### src/rtl/sdram_pkg.sv
// rtl/sdram_pkg.sv - shared SDRAM command encodings, NOP address and arbiter state type
package sdram_pkg;

  // {CKE, CS_N, RAS_N, CAS_N, WE_N}
  localparam logic [4:0]  CMD_NOP   = 5'b10111;
  localparam logic [4:0]  CMD_ACT   = 5'b10011;
  localparam logic [4:0]  CMD_READ  = 5'b10101;
  localparam logic [4:0]  CMD_WRITE = 5'b10100;
  localparam logic [4:0]  CMD_PREC  = 5'b10010;
  localparam logic [4:0]  CMD_REF   = 5'b10001;
  localparam logic [11:0] NOP_ADDR  = 12'h400;

  typedef enum logic [2:0] {
    ST_INIT,
    ST_ARB,
    ST_REF,
    ST_WRITE,
    ST_READ
  } arb_state_e;

endpackage

### src/rtl/sdram_ref_timer.sv
// rtl/sdram_ref_timer.sv - free-running refresh interval counter with sticky refresh-pending flag
module sdram_ref_timer #(
  parameter int REF_PERIOD = 780
) (
  input  logic S_CLK,
  input  logic RST_N,
  input  logic enable,
  input  logic ref_clr,
  output logic ref_pend
);

  localparam int CW = (REF_PERIOD > 1) ? $clog2(REF_PERIOD) : 1;

  logic [CW-1:0] cnt;
  logic          wrap;

  assign wrap = enable && (cnt == CW'(REF_PERIOD - 1));

  // A wrap landing on the same edge as the clear keeps the request pending.
  always_ff @(posedge S_CLK or negedge RST_N) begin
    if (!RST_N) begin
      cnt      <= '0;
      ref_pend <= 1'b0;
    end else begin
      if (enable) cnt <= wrap ? '0 : cnt + 1'b1;
      if (wrap)         ref_pend <= 1'b1;
      else if (ref_clr) ref_pend <= 1'b0;
    end
  end

endmodule

### src/rtl/sdram_arbiter.sv
// rtl/sdram_arbiter.sv - SDRAM command bus arbiter: init/refresh/write/read grants and pin mux
// ARB_ROUND_ROBIN_EN: alternate write/read when both are pending (refresh keeps top priority)
module sdram_arbiter
  import sdram_pkg::*;
#(
  parameter int REF_PERIOD = 780
) (
  input  logic        S_CLK,
  input  logic        RST_N,
  input  logic        init_done,
  input  logic [4:0]  init_cmd,
  input  logic [11:0] init_addr,
  input  logic        wr_req,
  input  logic        rd_req,
  input  logic        write_ack,
  input  logic        read_ack,
  input  logic        ref_ack,
  input  logic [4:0]  write_cmd,
  input  logic [11:0] write_addr,
  input  logic [4:0]  read_cmd,
  input  logic [11:0] read_addr,
  input  logic [4:0]  ref_cmd,
  input  logic [11:0] ref_addr,
  output logic        write_en,
  output logic        read_en,
  output logic        ref_en,
  output logic [4:0]  sdram_cmd,
  output logic [11:0] sdram_addr,
  output logic        busy
);

  arb_state_e state, state_nxt;
  logic       ref_pend;
  logic       ref_clr;

  sdram_ref_timer #(.REF_PERIOD(REF_PERIOD)) u_ref_timer (
    .S_CLK    (S_CLK),
    .RST_N    (RST_N),
    .enable   (init_done),
    .ref_clr  (ref_clr),
    .ref_pend (ref_pend)
  );

`ifdef ARB_ROUND_ROBIN_EN
  logic last_op_wr;

  always_ff @(posedge S_CLK or negedge RST_N) begin
    if (!RST_N)                                       last_op_wr <= 1'b0;
    else if (state == ST_ARB && state_nxt == ST_WRITE) last_op_wr <= 1'b1;
    else if (state == ST_ARB && state_nxt == ST_READ)  last_op_wr <= 1'b0;
  end
`endif

  always_comb begin
    state_nxt = state;
    case (state)
      ST_INIT:  if (init_done) state_nxt = ST_ARB;
      ST_ARB: begin
        if (ref_pend) state_nxt = ST_REF;
        else if (wr_req && rd_req) begin
`ifdef ARB_ROUND_ROBIN_EN
          state_nxt = last_op_wr ? ST_READ : ST_WRITE;
`else
          state_nxt = ST_WRITE;
`endif
        end
        else if (wr_req) state_nxt = ST_WRITE;
        else if (rd_req) state_nxt = ST_READ;
      end
      ST_REF:   if (ref_ack)   state_nxt = ST_ARB;
      ST_WRITE: if (write_ack) state_nxt = ST_ARB;
      ST_READ:  if (read_ack)  state_nxt = ST_ARB;
      default:  state_nxt = ST_INIT;
    endcase
  end

  assign ref_clr = (state == ST_ARB) && (state_nxt == ST_REF);

  // Grants and busy are registered from the next state so they move on the same edge as the FSM.
  always_ff @(posedge S_CLK or negedge RST_N) begin
    if (!RST_N) begin
      state    <= ST_INIT;
      write_en <= 1'b0;
      read_en  <= 1'b0;
      ref_en   <= 1'b0;
      busy     <= 1'b0;
    end else begin
      state    <= state_nxt;
      write_en <= (state_nxt == ST_WRITE);
      read_en  <= (state_nxt == ST_READ);
      ref_en   <= (state_nxt == ST_REF);
      busy     <= (state_nxt != ST_ARB);
    end
  end

  always_comb begin
    sdram_cmd  = init_cmd;
    sdram_addr = init_addr;
    case (state)
      ST_ARB:   begin sdram_cmd = CMD_NOP;   sdram_addr = NOP_ADDR;   end
      ST_REF:   begin sdram_cmd = ref_cmd;   sdram_addr = ref_addr;   end
      ST_WRITE: begin sdram_cmd = write_cmd; sdram_addr = write_addr; end
      ST_READ:  begin sdram_cmd = read_cmd;  sdram_addr = read_addr;  end
      default:  begin sdram_cmd = init_cmd;  sdram_addr = init_addr;  end
    endcase
  end

endmodule

### config.mk
export PLATFORM = sky130hd
export DESIGN_NAME = sdram_arbiter
export DESIGN_NICKNAME = d
export VERILOG_FILES = /design/src/rtl/sdram_pkg.sv /design/src/rtl/sdram_ref_timer.sv /design/src/rtl/sdram_arbiter.sv
export SDC_FILE = /design/constraint.sdc
export NUM_CORES = 1
export LEC_CHECK = 0
export ABC_AREA = 0
export CAP_MARGIN = 20
export CORE_ASPECT_RATIO = 0.8
export CORE_UTILIZATION = 30
export CTS_BUF_LIST = sky130_fd_sc_hd__clkbuf_4 sky130_fd_sc_hd__clkbuf_8
export DETAILED_ROUTE_END_ITERATION = 10
export PLACE_DENSITY_LB_ADDON = 0.05
export SLEW_MARGIN = 20
export SYNTH_ARGS = -nofsm -noshare
export SYNTH_HDL_FRONTEND = slang
export SYNTH_SLANG_ARGS = --single-unit
### constraint.sdc
create_clock -name S_CLK -period 1.9 [get_ports S_CLK]
set_clock_uncertainty 0.1 [all_clocks]
set_input_delay 0.285 -clock S_CLK [delete_from_list [all_inputs] [get_ports S_CLK]]
set_output_delay 0.285 -clock S_CLK [all_outputs]
set_load 0.05 [all_outputs]
==> flow_summary.toml, run 1 <==
[status]
status = "finished with violations"
failed_checks = "setup timing"

[timing]
final_hold_viol_count = 0
rsz0062_at_grt = "yes"
timing.fmax_mhz = 490
finalSetupTns_ns = -2.09
setup_viol = 17
fin_ws_ns = -0.139
finalCritPeriodShare_pct = 107
max-slew-margin-rel_pct = 67.2
period_needed_ns = 2.04
worst_pin_slew_ns = 0.491
drv_slew = 0

[detailed_routing]
first_pass_iters = 4
ant_nets = 0
via_count = 1923
via_per_inst = 4.98
drt_wl_total_um = 5470
drt_first_iter_violations = 65
route.detailed.drc = 0
wl_per_cell_um = 14.2

[setup_path]
max_stage_delay_ns = 0.45
critPathLaunch = "state[0]"
crit_path_end_kind = "primary output"
worst_setup_path_start_kind = "flip-flop"
cp_slowest_cell = "dfrtp_2"
reg2reg_depth = 6
r2r_slack_ns = 0.03
reg2reg_to = "write_en"
crit_type = "flip-flop to primary output"
critPathMostFrequentCell = "buf_6"
worstPathMaxFanout = 9
cp_data_required_time_ns = 1.51
cp_num_buf_inv = 3
crit_arrival_ns = 1.65
path_delay_family = "buffers and inverters"
r2r_start = "state[2]"
worstPathCellList = "buf_12 > or2_4 > buf_6 > nor2_1 > a221o_1 > buf_6"

[global_routing]
grt-ovfl-total = 0
grt_max_degree = 20
grt_pass1_vias = 1809
antenna_found_initial = 0
grt_pass1_wl_um = 8670
grt.total_usage_pct = 18.2

[min_path]
hold_path.class = "input port to asynchronous set/reset pin"

[layout]
drive_gt1_share_pct = 25.3
syn_to_final_growth_pct = 84.8
fillCellCount = 498
final_cell_mix = "78 x clkdlybuf4s50_1, 25 x mux2i_1, 21 x nand2_1"
fin_nets = 386
final_cells = 386
layout_commonest_cell = "clkdlybuf4s50_1"
diodes = 0
multi_input_area_mm2 = 0.00122
seqCellArea_um2 = 453

[clocking]
clk-insertion-delay-late_ns = 0.26
cts_tree = "yes"
htree_levels = 1
clk_pin_slew_worst_paths_ns = 0.08
cts-root-buf = "clkbuf_8"
cts.sinks = 18
clockBufferDepth = 2
cts_buffers = 3

[floorplan]
rows = 24
die_h_um = 69.2
die-area_mm2 = 0.00595
start_util_pct = 31.2
die_w_um = 86.0
ios = 97
core_mm2 = 0.00544

[placement]
gp_congestion = 0.779
place_inst = 373
portBuffers = 96
post-place-ws_ns = -0.0383
post-dp-hpwl_um = 4130

[synthesis]
avgSynthCellArea_um2 = 8.60
netlist_instances = 197
ys_seq_area_share_pct = 26.6
synth_edf_count = 0
async_flop_share_pct = 100
synth_area_mm2 = 0.00169
synth_cell_types = 39
syn_nets = 274
ys_ff_latch = 18
ys.flop_type = "dfrtp_1"
yosysWarnings = 0

[pwr]
vdd_drop_max_v = 0.000858
p_total_mw = 4.60
power_leakage_nw = 1.29
power.density_mw_per_mm2 = 1470

[job]
drv_cap = 0
-- logic make-up after synthesis --
kind of cell,Yosys count,share of synthesized area (%)
multiplexers,41,25.1
adder cells (fa/ha/maj),1,0.738
AND/OR/NAND/NOR,63,18.7
XOR/XNOR,6,3.10
buffers and inverters,20,5.54
AO/OA/AOI/OAI,48,20.2
flip-flops,18,26.6
-- metal layers --
metal | track usage [%] | share of wire [%] | vias up
li1 | - | - | 960
met1 | 25.1 | 48 | 901
met2 | 29.5 | 45 | 58
met3 | 4.40 | 5.5 | 4
met4 | 2.59 | 0.82 | 0
met5 | 0 | 0 | -
-- power by group --
| group | switching (mW) | internal, mW | leakage, nW | total [mW] |
|---|---|---|---|---|
| clock | 0.144 | 0.185 | 0.0288 | 0.328 |
| sequential | 0.118 | 0.501 | 0.225 | 0.619 |
| combinational | 1.98 | 1.67 | 1.04 | 3.65 |
-- Yosys cell counts, types with 2 or more instances --
cell type / n / area share [%]
nor2_1: 17 / 3.8
dfrtp_1: 18 / 27
nand4_1: 5 / 1.8
mux2_1: 8 / 5.3
o21ai_1: 9 / 2.7
xnor2_1: 2 / 1.0
clkbuf_1: 5 / 1.1
or3_1: 3 / 1.1
o21ai_0: 6 / 1.8
mux2i_1: 29 / 17
o22ai_1: 6 / 2.2
buf_2: 9 / 2.7
mux2_2: 4 / 2.7
a221o_1: 12 / 7.1
buf_4: 2 / 0.89
nor3_1: 3 / 0.89
nand2_1: 21 / 4.7
inv_1: 3 / 0.66
xor2_1: 4 / 2.1
a21oi_1: 9 / 2.7
or4_1: 2 / 0.89
nand3_1: 3 / 0.89
-- area by class of cell --
type	instances	area share [%]
Clock buffer	4	1.76
Sequential cell	18	14.5
Tap cell	78	3.12
Multi-Input combinational cell	159	38.9
Timing Repair Buffer	123	41.3
Inverter	4	0.480
-- stage by stage --
stage               util, %  instance area, um^2  hold slack [ns]
global route           57.6                 3130            0.269
detailed placement     52.8                 2870            0.412
finish                 57.6                 3130            0.243
CTS                    55.4                 3010            0.256
global placement       52.8                 2870            0.404
floorplan                 -                 1710           -0.111
-- sequential cells by signal (all words and copies together), names as in the netlist --
signal	cells
read_en	1
ref_en	1
busy	1
u_ref_timer.cnt	10
write_en	1
state	3
u_ref_timer.ref_pend	1
-- worst max path at each step --
stage	endpoint	slack (ns)	cells past startpoint
after global placement	sdram_addr[0]	-0.0006	3
after detailed placement	u_ref_timer.cnt[8]	-0.04	4
final	sdram_addr[5]	-0.14	6
after CTS	sdram_addr[3]	-0.17	6
after global routing	sdram_cmd[4]	-0.21	6
after floorplan	sdram_addr[0]	-0.04	3
-- timing repair --
action | CTS | global route
hold buffers | 0 | 0
resized for setup | 13 | 22
endpoints found under the setup margin | 17 | 18
endpoints found under the hold margin | 0 | 0
pin swaps | 0 | 4
cloned | 0 | 1
setup buffers | 6 | 2
(Power assumes the default switching activity.)
==> run 2: changes to the inputs <==
--- a/config.mk
+++ b/config.mk
@@ -8,11 +8,10 @@
 export ABC_AREA = 0
 export CAP_MARGIN = 20
 export CORE_ASPECT_RATIO = 0.8
-export CORE_UTILIZATION = 30
+export CORE_UTILIZATION = 35
 export CTS_BUF_LIST = sky130_fd_sc_hd__clkbuf_4 sky130_fd_sc_hd__clkbuf_8
 export DETAILED_ROUTE_END_ITERATION = 10
 export PLACE_DENSITY_LB_ADDON = 0.05
-export SLEW_MARGIN = 20
 export SYNTH_ARGS = -nofsm -noshare
 export SYNTH_HDL_FRONTEND = slang
 export SYNTH_SLANG_ARGS = --single-unit
==> run 2 against run 1 <==
The run still ends with setup timing left. Via count decreased by 1.1%. Sequential power increased by 2%. Total power decreased by 2.0%. Sequential share of layout area increased by 0.43 points. Critical path type unchanged. Critical endpoint is now sdram_cmd[3].
==> flow_summary.toml, run 2 (synthesis gave the netlist of run 1 again) <==
[placement]
portBuffers = 96
post-place-ws_ns = 0.0399
post-dp-hpwl_um = 4130
place_inst = 353
gp_congestion = 0.824
placedInstanceArea_mm2 = 0.00283

[setup_path]
cp_slowest_cell = "dfrtp_2"
worst_setup_path_start_kind = "flip-flop"
crit_arrival_ns = 1.66
worstPathCellList = "buf_12 > or2_4 > buf_6 > nor2_2 > a221o_1 > buf_6"
crit_path_end_kind = "primary output"
critPathMostFrequentCell = "buf_6"
worstPathMaxFanout = 10
path_delay_family = "buffers and inverters"
crit_type = "flip-flop to primary output"
cp_data_required_time_ns = 1.51
max_stage_delay_ns = 0.45
cp_num_buf_inv = 3

[timing]
max-slew-margin-rel_pct = 67.4
rsz0062_at_grt = "yes"
drv_slew = 0
hold_slack_ns = 0.256
finalCritPeriodShare_pct = 108
fin_ws_ns = -0.150
setup_viol = 17
finalSetupTns_ns = -2.13
timing.fmax_mhz = 488
worst_pin_slew_ns = 0.488
period_needed_ns = 2.05
final_hold_viol_count = 0

[layout]
top_regs = "u_ref_timer.cnt (10), state (3)"
stdcell_area_mm2 = 0.00304
diodes = 0
seqCellArea_um2 = 453
fillCellCount = 396
final_cells = 359
regMostFlops = "u_ref_timer.cnt"
multi_input_area_mm2 = 0.00123
largest_reg_flops = 10
fin_nets = 377
fin_util_pct = 65.7
final_cell_mix = "78 x clkdlybuf4s50_1, 27 x mux2i_1, 21 x nand2_1"
layout_commonest_cell = "clkdlybuf4s50_1"
drive_gt1_share_pct = 24.7
syn_to_final_growth_pct = 79.4

[status]
failed_checks = "setup timing"
status = "finished with violations"

[detailed_routing]
via_per_inst = 5.30
via_count = 1901
drt_first_iter_violations = 66
first_pass_iters = 5
route.detailed.drc = 0
ant_nets = 0
wl_per_cell_um = 14.9
drt_wl_total_um = 5360

[clocking]
clockBufferDepth = 2
cts_hold_buf = 0
clk_pin_slew_worst_paths_ns = 0.07
clk-insertion-delay-late_ns = 0.25
htree_levels = 1
cts.sinks = 18
cts_buffers = 3
cts_tree = "yes"
cts-root-buf = "clkbuf_8"

[global_routing]
antenna_found_initial = 0
grt-ovfl-total = 0
grt_pass1_vias = 1730
grt_pass1_wl_um = 8160
grt.total_usage_pct = 20.3
grt_max_degree = 20

[floorplan]
ios = 97
core_mm2 = 0.00462
die_h_um = 64.2
start_util_pct = 36.6
die-area_mm2 = 0.00512
die_w_um = 79.8
rows = 22

[pwr]
power_leakage_nw = 1.24
p_total_mw = 4.51
vdd_drop_max_v = 0.000922
power.density_mw_per_mm2 = 1480

[job]
drv_cap = 0

[min_path]
hold_path.class = "input port to asynchronous set/reset pin"
[run 2: changes by cell type in the layout (fill, tap and decap cells not counted), moves of 2 or more]
cell     change
nor2_1       -6
nor2_2       +6
buf_4        -5
buf_6        -2
mux2i_1      +2
mux2i_2      -2
[run 2: timing repair]
item                                   in CTS  in global routing
setup endpoints to repair                  17                 17
resized for setup                          19                 21
buffers inserted                            0                  1
endpoints found under the hold margin       0                  0
gates cloned                                1                  1
pin swaps                                   1                  5
[run 2: path summary, 6_finish.rpt]
path | from | to | slack [ns] | cells past startpoint
setup reg to reg | state[2] | write_en | 0.20 | 4
hold / removal | RST_N | u_ref_timer.cnt[3] | 0.26 | 2
hold reg to reg | u_ref_timer.cnt[7] | u_ref_timer.cnt[7] | 0.44 | 1
setup / recovery | state[0] | sdram_cmd[3] | -0.15 | 6
min in group S_CLK | u_ref_timer.cnt[7] | u_ref_timer.cnt[7] | 0.44 | 1
max in group asynchronous | RST_N | state[0] | 1.23 | 2
[run 2: layer usage]
layer / GRT usage (%) / wire [um] / up-vias
met5: 0 / 0 / -
met2: 32.5 / 2550 / 66
met1: 27.7 / 2440 / 880
met4: 4.02 / 65 / 0
li1: - / - / 949
met3: 4.71 / 302 / 6
[run 2: cell type report]
class / count / share of cell area, %
inverters: 4 / 0.576
flip-flops and latches: 18 / 14.9
multi-input cells: 159 / 40.5
well taps: 60 / 2.47
clock buffers: 4 / 1.81
repair buffers: 114 / 39.7
[run 2: power breakdown]
part,switching (mW),leakage (nW),internal (mW)
clock network,0.128,0.0288,0.184
registers,0.128,0.225,0.501
logic,1.95,0.982,1.61
total,2.21,1.24,2.30
==> run 3: changes to the inputs <==
--- a/config.mk
+++ b/config.mk
@@ -12,6 +12,7 @@
 export CTS_BUF_LIST = sky130_fd_sc_hd__clkbuf_4 sky130_fd_sc_hd__clkbuf_8
 export DETAILED_ROUTE_END_ITERATION = 10
 export PLACE_DENSITY_LB_ADDON = 0.05
+export SKIP_LAST_GASP = 1
 export SYNTH_ARGS = -nofsm -noshare
 export SYNTH_HDL_FRONTEND = slang
 export SYNTH_SLANG_ARGS = --single-unit
==> run 3 against run 2 <==
The run still ends with setup timing left. Clock power is essentially flat. Critical path depth is the same. Worst setup slack lost 0.0077 ns. Combinational power shrank 1%. Global-route usage is the same. Design area shrank 0.74%. Count of clock-buffer cells in the layout is the same. Critical endpoint is now sdram_addr[8]. Largest power group unchanged. Highest routed layer unchanged.
==> flow_summary.toml, run 3 (synthesis gave the netlist of run 1 again) <==
[pwr]
vdd_drop_max_v = 0.000909
swShare_pct = 49.1
power_frac_comb_pct = 78.9
internal-power_mw = 2.28
p_seq_share_pct = 14.1
switching_power_mw = 2.19
power.density_mw_per_mm2 = 1480
power_leakage_nw = 1.24
power.share.clock_pct = 7.0

[floorplan]
ios = 97
rows = 22
start_util_pct = 36.6
die-area_mm2 = 0.00512
core_mm2 = 0.00462
die_w_um = 79.8
die_h_um = 64.2

[setup_path]
cp_slowest_cell = "dfrtp_2"
cp_data_required_time_ns = 1.51
worstPathMaxFanout = 10
max_stage_delay_ns = 0.45
critPathMostFrequentCell = "buf_6"
crit_path_end_kind = "primary output"
crit_arrival_ns = 1.67
r2r_slack_ns = 0.20
path_delay_family = "buffers and inverters"
cp_num_buf_inv = 3
critPathLaunch = "state[0]"
worst_setup_path_start_kind = "flip-flop"
crit_type = "flip-flop to primary output"
r2r_start = "state[2]"
worstPathCellList = "buf_12 > or2_4 > buf_6 > nor2_1 > a221o_1 > buf_6"

[clocking]
cts_tree = "yes"
cts-root-buf = "clkbuf_8"
cts.sinks = 18
clockBufferDepth = 2
clk_pin_slew_worst_paths_ns = 0.07
htree_levels = 1
cts_buffers = 3
clk-insertion-delay-late_ns = 0.25

[layout]
seqCellArea_um2 = 453
final_cell_mix = "78 x clkdlybuf4s50_1, 28 x mux2i_1, 21 x nand2_1"
layout_commonest_cell = "clkdlybuf4s50_1"
top_regs = "u_ref_timer.cnt (10), state (3)"
syn_to_final_growth_pct = 78.1
multi_input_area_mm2 = 0.00121
regMostFlops = "u_ref_timer.cnt"
diodes = 0
fin_util_pct = 65.2
drive_gt1_share_pct = 22.7
fillCellCount = 399
fin_nets = 377
largest_reg_flops = 10
final_cells = 359

[global_routing]
grt.total_usage_pct = 20.3
grt_pass1_wl_um = 8160
grt_pass1_vias = 1730
grt-ovfl-total = 0
grt_max_degree = 20
antenna_found_initial = 0

[timing]
finalCritPeriodShare_pct = 108
hold_slack_ns = 0.254
max-slew-margin-rel_pct = 67.4
setup_viol = 17
final_hold_viol_count = 0
finalSetupTns_ns = -2.17
fin_ws_ns = -0.157
worst_pin_slew_ns = 0.488
timing.fmax_mhz = 486
drv_slew = 0
period_needed_ns = 2.06
rsz0062_at_grt = "yes"

[status]
failed_checks = "setup timing"
status = "finished with violations"

[detailed_routing]
route.detailed.drc = 0
via_count = 1905
wl_met3_um = 300
wl_per_cell_um = 14.9
drt_wl_total_um = 5360
via_per_inst = 5.31
ant_nets = 0
routed.top_layer = "met4"
drt_first_iter_violations = 66
wl_met2_um = 2530
m1WireLength_um = 2450
first_pass_iters = 4

[placement]
place_inst = 353
gp_congestion = 0.824
post-dp-hpwl_um = 4130
portBuffers = 96

[job]
drv_cap = 0

[min_path]
hold_path.class = "input port to asynchronous set/reset pin"
==> run 3: final timing paths <==
path / to / depth (start not counted)
hold / removal: u_ref_timer.cnt[3] / 2
min in group S_CLK: u_ref_timer.cnt[7] / 1
setup reg to reg: write_en / 4
max in group asynchronous: state[2] / 2
hold reg to reg: u_ref_timer.cnt[7] / 1
setup / recovery: sdram_addr[8] / 6
==> run 3: timing repair <==
item                                    4_1_cts  5_1_grt
cloned                                        1        1
pin swaps                                     0        5
hold buffers                                  0        0
buffers inserted                              0        1
resized for setup                            19       13
endpoints found under the setup margin       17       17
==> run 3: power groups by stage <==
stage | clock network (mW) | logic [mW] | registers, mW
detailed placement | 0 | 3.23 | 0.623
CTS | 0.323 | 3.47 | 0.635
global route | 0.345 | 3.73 | 0.655
floorplan | 0 | 2.04 | 0.695
finish | 0.312 | 3.52 | 0.630
global placement | 0 | 3.22 | 0.620
==> run 3: area by class of cell <==
class | count | area share, %
flip-flops and latches | 18 | 15.0
clock buffers | 4 | 1.82
multi-input cells | 159 | 40.3
repair buffers | 114 | 39.9
well taps | 60 | 2.49
inverters | 4 | 0.498
==> run 3: metal layers <==
metal | vias to the layer above | track usage, %
met5 | - | 0
met4 | 0 | 4.02
met3 | 6 | 4.71
met2 | 71 | 32.5
met1 | 879 | 27.7
li1 | 949 | -
==> run 3: worst reg2reg max path: stages (launching register included) <==
cell	delay [ns]
dfrtp_2	0.45
buf_12	0.17
or3b_4	0.41
o311ai_4	0.29
nor3b_2	0.21
==> run 3: metrics by stage <==
stage / setup slack [ns] / total power, mW / cell area [um^2]
6_report: -0.157 / 4.47 / 3020
5_1_grt: -0.232 / 4.73 / 3020
4_1_cts: -0.187 / 4.43 / 2980
3_5_place_dp: 0.0399 / 3.86 / 2830
3_3_place_gp: 0.0734 / 3.84 / 2830
2_1_floorplan: -0.0431 / 2.74 / 1710
